<file path="src/rtl/sram_slot_pkg.sv">
// Shared definitions for the time-multiplexed SRAM slot requesters:
// slot-phase constants, bus widths, bridge state encoding and port records.
package sram_slot_pkg;

  localparam int ADDR_W = 19;
  localparam int DATA_W = 8;

  // Slot phases as seen by the SRAM controller.
  localparam logic [1:0] PH_M1_ACC = 2'd0;  // M1 access
  localparam logic [1:0] PH_M1_RD  = 2'd1;  // M1 read
  localparam logic [1:0] PH_M2_ACC = 2'd2;  // M2 access: controller samples wr2_n, a2
  localparam logic [1:0] PH_M2_RW  = 2'd3;  // M2 read/write strobe, doutput2 loaded

  typedef enum logic [2:0] {
    ST_IDLE,
    ST_PEND,
    ST_SLOT_A,
    ST_SLOT_B,
    ST_RDCAP,
    ST_ACK
  } bridge_state_e;

  // Request captured at acceptance.
  typedef struct packed {
    logic              we;
    logic [ADDR_W-1:0] addr;
    logic [DATA_W-1:0] wdata;
  } cpu_req_t;

  // Registered drive towards controller port 2.
  typedef struct packed {
    logic [ADDR_W-1:0] a2;
    logic [DATA_W-1:0] din2;
    logic              rd2_n;
    logic              wr2_n;
  } port2_t;

  localparam port2_t PORT2_IDLE = '{a2: '0, din2: '0, rd2_n: 1'b1, wr2_n: 1'b1};

endpackage

</file>
<file path="src/rtl/sram_cpu_bridge_if.sv">
// CPU-side request/acknowledge bus of the SRAM port-2 bridge.
interface sram_cpu_bridge_if;
  import sram_slot_pkg::*;

  logic              req;
  logic              we;
  logic [ADDR_W-1:0] addr;
  logic [DATA_W-1:0] wdata;
  logic              busy;
  logic              ack;
  logic [DATA_W-1:0] rdata;

  modport master (output req, we, addr, wdata, input busy, ack, rdata);
  modport slave  (input req, we, addr, wdata, output busy, ack, rdata);

endinterface

</file>
<file path="src/rtl/slot_phase_counter.sv">
// Free-running 2-bit slot-phase counter that tracks the SRAM controller's
// four-phase schedule. Shared by the port requesters.
module slot_phase_counter #(
  parameter logic [1:0] PHASE_INIT = 2'd0
) (
  input  logic       clk,
  output logic [1:0] phase,
  output logic       pre_slot
);
  import sram_slot_pkg::*;

  // NOTE: deliberately no reset; only the power-up value is set, so a bridge
  // reset can never knock the count out of step with the controller.
  logic [1:0] phase_q = PHASE_INIT;

  // Advance one phase per clock, wrapping 3 -> 0.
  always_ff @(posedge clk) begin
    phase_q <= phase_q + 2'd1;
  end

  assign phase    = phase_q;
  assign pre_slot = (phase_q == PH_M1_RD);

endmodule

</file>
<file path="src/rtl/sram_cpu_bridge.sv">
// CPU requester for port 2 of the time-multiplexed SRAM controller. Holds a
// single byte request until the next port-2 slot, drives the port with the
// phase alignment the controller samples, and acknowledges with one pulse.
module sram_cpu_bridge
  import sram_slot_pkg::*;
#(
  parameter logic [1:0] PHASE_INIT = PH_M1_ACC
) (
  input  logic                   clk,
  input  logic                   rst,
  sram_cpu_bridge_if.slave       cpu,
  output logic [ADDR_W-1:0]      a2,
  output logic [DATA_W-1:0]      din2,
  output logic                   rd2_n,
  output logic                   wr2_n,
  input  logic [DATA_W-1:0]      dout2
);

  logic [1:0]        phase;
  logic              pre_slot;
  bridge_state_e     state_q, state_d;
  cpu_req_t          req_q, req_d;
  port2_t            p2_q, p2_d;
  logic [DATA_W-1:0] rdata_q;

  slot_phase_counter #(.PHASE_INIT(PHASE_INIT)) u_phase (
    .clk      (clk),
    .phase    (phase),
    .pre_slot (pre_slot)
  );

  // Next state and request latch: wait for the phase-1 cycle, then walk the slot.
  always_comb begin
    // NOTE: defaults first so every path assigns state_d and req_d; no latches.
    state_d = state_q;
    req_d   = req_q;
    case (state_q)
      ST_IDLE: begin
        if (cpu.req) begin
          req_d   = '{we: cpu.we, addr: cpu.addr, wdata: cpu.wdata};
          state_d = (phase == PH_M1_RD) ? ST_SLOT_A : ST_PEND;
        end
      end
      ST_PEND:   if (pre_slot) state_d = ST_SLOT_A;
      ST_SLOT_A: state_d = ST_SLOT_B;
      ST_SLOT_B: state_d = req_q.we ? ST_ACK : ST_RDCAP;
      ST_RDCAP:  state_d = ST_ACK;
      ST_ACK:    state_d = ST_IDLE;
      default:   state_d = ST_IDLE;
    endcase
  end

  // Port-2 drive for the state being entered, so it is registered for the whole state.
  always_comb begin
    p2_d = PORT2_IDLE;
    case (state_d)
      ST_SLOT_A, ST_SLOT_B: begin
        p2_d.a2 = req_d.addr;
        if (req_d.we) begin
          p2_d.din2  = req_d.wdata;
          p2_d.wr2_n = 1'b0;
        end else begin
          p2_d.rd2_n = 1'b0;
        end
      end
      ST_RDCAP: begin
        p2_d.a2    = req_d.addr;
        p2_d.rd2_n = 1'b0;
      end
      default: ;
    endcase
  end

  // State, request, port-2 and read-data registers with synchronous reset.
  always_ff @(posedge clk) begin
    // NOTE: non-blocking assignments for all registered state.
    if (rst) begin
      state_q <= ST_IDLE;
      req_q   <= '0;
      p2_q    <= PORT2_IDLE;
      rdata_q <= '0;
    end else begin
      state_q <= state_d;
      req_q   <= req_d;
      p2_q    <= p2_d;
      if (state_q == ST_RDCAP) rdata_q <= dout2;
    end
  end

  assign a2        = p2_q.a2;
  assign din2      = p2_q.din2;
  assign rd2_n     = p2_q.rd2_n;
  assign wr2_n     = p2_q.wr2_n;
  assign cpu.busy  = (state_q != ST_IDLE);
  assign cpu.ack   = (state_q == ST_ACK);
  assign cpu.rdata = rdata_q;

endmodule

</file>
<file path="src/flat_wrapper.sv">
// flat-port wrapper written by rule: the top's interface ports become plain ports
module sram_cpu_bridge_flat import sram_slot_pkg::*;
#(
  parameter logic [1:0] PHASE_INIT = PH_M1_ACC
)
  (clk, rst, a2, din2, rd2_n, wr2_n, dout2, cpu_req, cpu_we, cpu_addr, cpu_wdata, cpu_busy, cpu_ack, cpu_rdata);
  sram_cpu_bridge_if cpu_i ();
  input  logic clk;
  input  logic rst;
  output logic [ADDR_W-1:0] a2;
  output logic [DATA_W-1:0] din2;
  output logic rd2_n;
  output logic wr2_n;
  input  logic [DATA_W-1:0] dout2;
  input wire logic [$bits(cpu_i.req)-1:0] cpu_req;
  input wire logic [$bits(cpu_i.we)-1:0] cpu_we;
  input wire logic [$bits(cpu_i.addr)-1:0] cpu_addr;
  input wire logic [$bits(cpu_i.wdata)-1:0] cpu_wdata;
  output wire logic [$bits(cpu_i.busy)-1:0] cpu_busy;
  output wire logic [$bits(cpu_i.ack)-1:0] cpu_ack;
  output wire logic [$bits(cpu_i.rdata)-1:0] cpu_rdata;
  assign cpu_i.req = cpu_req;
  assign cpu_i.we = cpu_we;
  assign cpu_i.addr = cpu_addr;
  assign cpu_i.wdata = cpu_wdata;
  assign cpu_busy = cpu_i.busy;
  assign cpu_ack = cpu_i.ack;
  assign cpu_rdata = cpu_i.rdata;
  sram_cpu_bridge #(.PHASE_INIT(PHASE_INIT)) u_core (.clk(clk), .rst(rst), .cpu(cpu_i), .a2(a2), .din2(din2), .rd2_n(rd2_n), .wr2_n(wr2_n), .dout2(dout2));
endmodule
</file>
<file path="config.mk">
export PLATFORM = sky130hd
export DESIGN_NAME = sram_cpu_bridge_flat
export DESIGN_NICKNAME = d
export VERILOG_FILES = /design/src/rtl/sram_slot_pkg.sv /design/src/rtl/sram_cpu_bridge_if.sv /design/src/rtl/slot_phase_counter.sv /design/src/rtl/sram_cpu_bridge.sv /design/src/flat_wrapper.sv
export SDC_FILE = /design/constraint.sdc
export NUM_CORES = 1
export LEC_CHECK = 0
export CORE_MARGIN = 5
export CORE_UTILIZATION = 35
export CTS_CLUSTER_DIAMETER = 120
export DETAILED_ROUTE_END_ITERATION = 7
export PLACE_DENSITY = 0.63
export SKIP_CTS_REPAIR_TIMING = 1
export SKIP_LAST_GASP = 1
export SYNTH_ARGS = -nofsm -noshare
export SYNTH_HDL_FRONTEND = slang
export SYNTH_SLANG_ARGS = --single-unit
</file>
<file path="constraint.sdc">
create_clock -name clk -period 2.1 [get_ports clk]
set_clock_uncertainty 0.15 [all_clocks]
set_input_delay 0.42 -clock clk [delete_from_list [all_inputs] [get_ports clk]]
set_output_delay 0.42 -clock clk [all_outputs]
set_load 0.1 [all_outputs]
</file>
==> results.cfg <==
[sta]
slew_headroom_pct = 71.4
hold_viol = 0
finalSetupViolations = 0
maxClockFrequency_ghz = 0.499
fin_crit_sh_pct = 95.4
tightest_slew_ns = 0.428
drv_slew = 0
fin_ws_ns = 0.0956
rsz0062_at_grt = no
min_period_ns = 2.00

[final_layout]
fillCellCount = 643
design_area_um2 = 3380
num-nets-final = 344
multiInputGateArea_um2 = 847
final_common_cell = dfxtp_1
drive_above_1_share_pct = 24.9
final_cell_mix = 70 x dfxtp_1, 51 x nor2_1, 46 x buf_4
seqCellArea_um2 = 1400
antennaDiodeCount = 0
synthToLayoutAreaGrowth_pct = 43.2
instances_no_fill = 389

[clocking]
htreeDepth = 3
cts_tree = done
cts_root_buf = clkbuf_8
clock_sinks = 70
clockBufferDepth = 2
clk_latency_ns = 0.32
cts_inserted_buffers = 9
path_clk_slew_ns = 0.07

[floorplan]
fp.coreArea_um2 = 6680
start_util_pct = 35.3
pin_count = 78
fp.dieW_um = 92.1
dieArea_um2 = 8480
row_count = 30
die_y_um = 92.1

[global_route]
antenna_found_initial = 0
use_met1_pct = 14.7
grt_usage_pct = 12.5
grt_busiest_layer = met2
globalRouteMet2Util_pct = 19.3
grtUsageMet3_pct = 5.91
grt_max_degree = 28
grt_pass1_vias = 1790
grt_pass1_wl_um = 8360
grt-ovfl-total = 0

[route]
avgRoutedWirePerCell_um = 13.2
route.detailed.drc = 0
drt-total-wl_um = 5120
ant_nets = 0
vias = 1773
drt_iter0_drc = 43
viasPerCell = 4.56
dr.pass1.iters = 4

[synth]
synth_area_per_cell_um2 = 10.6
synth_cell_types = 26
syn_area_um2 = 2360
synth_edf_count = 0
ys_warn_count = 0
seq_area_frac_synth_pct = 59.4
async_flop_share_pct = 0
ys_ff_latch = 70
synth_cells = 222
synthFlopType = dfxtp_1
syn_nets = 262

[place]
dpl_cell_area_um2 = 3160
place.gp.congestion = 0.712
post-place-cells = 373
pre_cts_ws_ns = -0.0966
portBuffers = 77
dp_hpwl_um = 3560

[setup_path]
path_max_fanout = 12
cp_slowest_cell = or3_1
critPathArrivalTime_ns = 1.43
cpLargestDelayFamily = simple AND/OR/NAND/NOR gates
cp_data_required_time_ns = 1.53
crit_path_start_kind = flop
worst_setup_path_end_kind = output port
slowest_delay_ns = 0.47
worstPathCellList = or3_1 > buf_12
crit_type = reg -> out
timing.critical_path.buf_inv = 1

[min_path]
hold_class = reg -> reg

[pwr]
leakagePower_nw = 1.37
powerDensity_nw_per_um2 = 816
ir_drop_mv = 0.390

[status]
status = completed

[job]
cap_violations = 0
[report_power, final]
| part | switching, mW | internal, mW |
|---|---|---|
| logic | 0.105 | 0.119 |
| clock network | 0.491 | 0.667 |
| registers | 0.0135 | 1.36 |
[through the flow]
stage	hold slack, ns	TNS (ns)	util [%]	total power, mW
2_1_floorplan	0.207	0	-	1.53
3_3_place_gp	0.214	-0.148	47.4	1.63
3_5_place_dp	0.224	-0.583	47.4	1.63
4_1_cts	0.242	0	50.6	2.80
5_1_grt	0.263	0	50.6	2.89
6_report	0.238	0	50.6	2.76
[area by class of cell]
cell class | count | share of cell area (%)
sequential | 70 | 41.5
multi-input combinational | 131 | 25.1
timing repair buffer | 88 | 23.7
clock buffer | 10 | 3.78
tap | 80 | 2.96
clock inverter | 6 | 2.56
inverter | 4 | 0.444
[metal layers]
metal / wire, um / vias up
li1: - / 902
met1: 2270 / 808
met2: 2270 / 56
met3: 519 / 7
met4: 63 / 0
met5: 0 / -
[registers in the layout, summed over array words and instances (netlist names)]
signal / cells
u_core.req_q: 28
u_core.a2: 19
u_core.cpu.rdata: 8
u_core.din2: 8
u_core.state_q: 3
u_core.u_phase.phase: 2
u_core.rd2_n: 1
u_core.wr2_n: 1
[kinds of logic (layout without fill, tap and decap cells)]
family,Yosys count,after routing,share of synthesized area [%]
flops,70,70,59.4
fa+ha+maj,1,1,0.530
mux,28,28,11.9
buf+inv,21,108,4.82
compound gates,25,25,9.07
simple gates,77,77,14.3
[synth_stat cells (2+ instances only)]
master / count / area share [%]
dfxtp_1: 70 / 59
nor2_1: 52 / 8.3
mux2i_1: 28 / 12
nand2_1: 16 / 2.5
a21oi_1: 10 / 2.1
a2111oi_2: 8 / 5.1
clkbuf_1: 7 / 1.1
buf_2: 4 / 0.85
inv_1: 4 / 0.64
buf_6: 3 / 1.4
o21ai_0: 3 / 0.64
buf_4: 2 / 0.64
or3_1: 2 / 0.53
[path summary, 6_finish.rpt]
check / slack, ns / endpoint / from / depth (start not counted)
worst min register to register: 0.24 / u_core.u_phase.phase[0] / u_core.u_phase.phase[0] / 1
worst max-delay path: 0.1 / cpu_busy / u_core.state_q[1] / 2
worst max register to register: 0.29 / u_core.din2[4] / u_core.state_q[1] / 4
worst min-delay path: 0.24 / u_core.u_phase.phase[0] / u_core.u_phase.phase[0] / 1
Note: power is estimated with default switching activity, not from simulation.
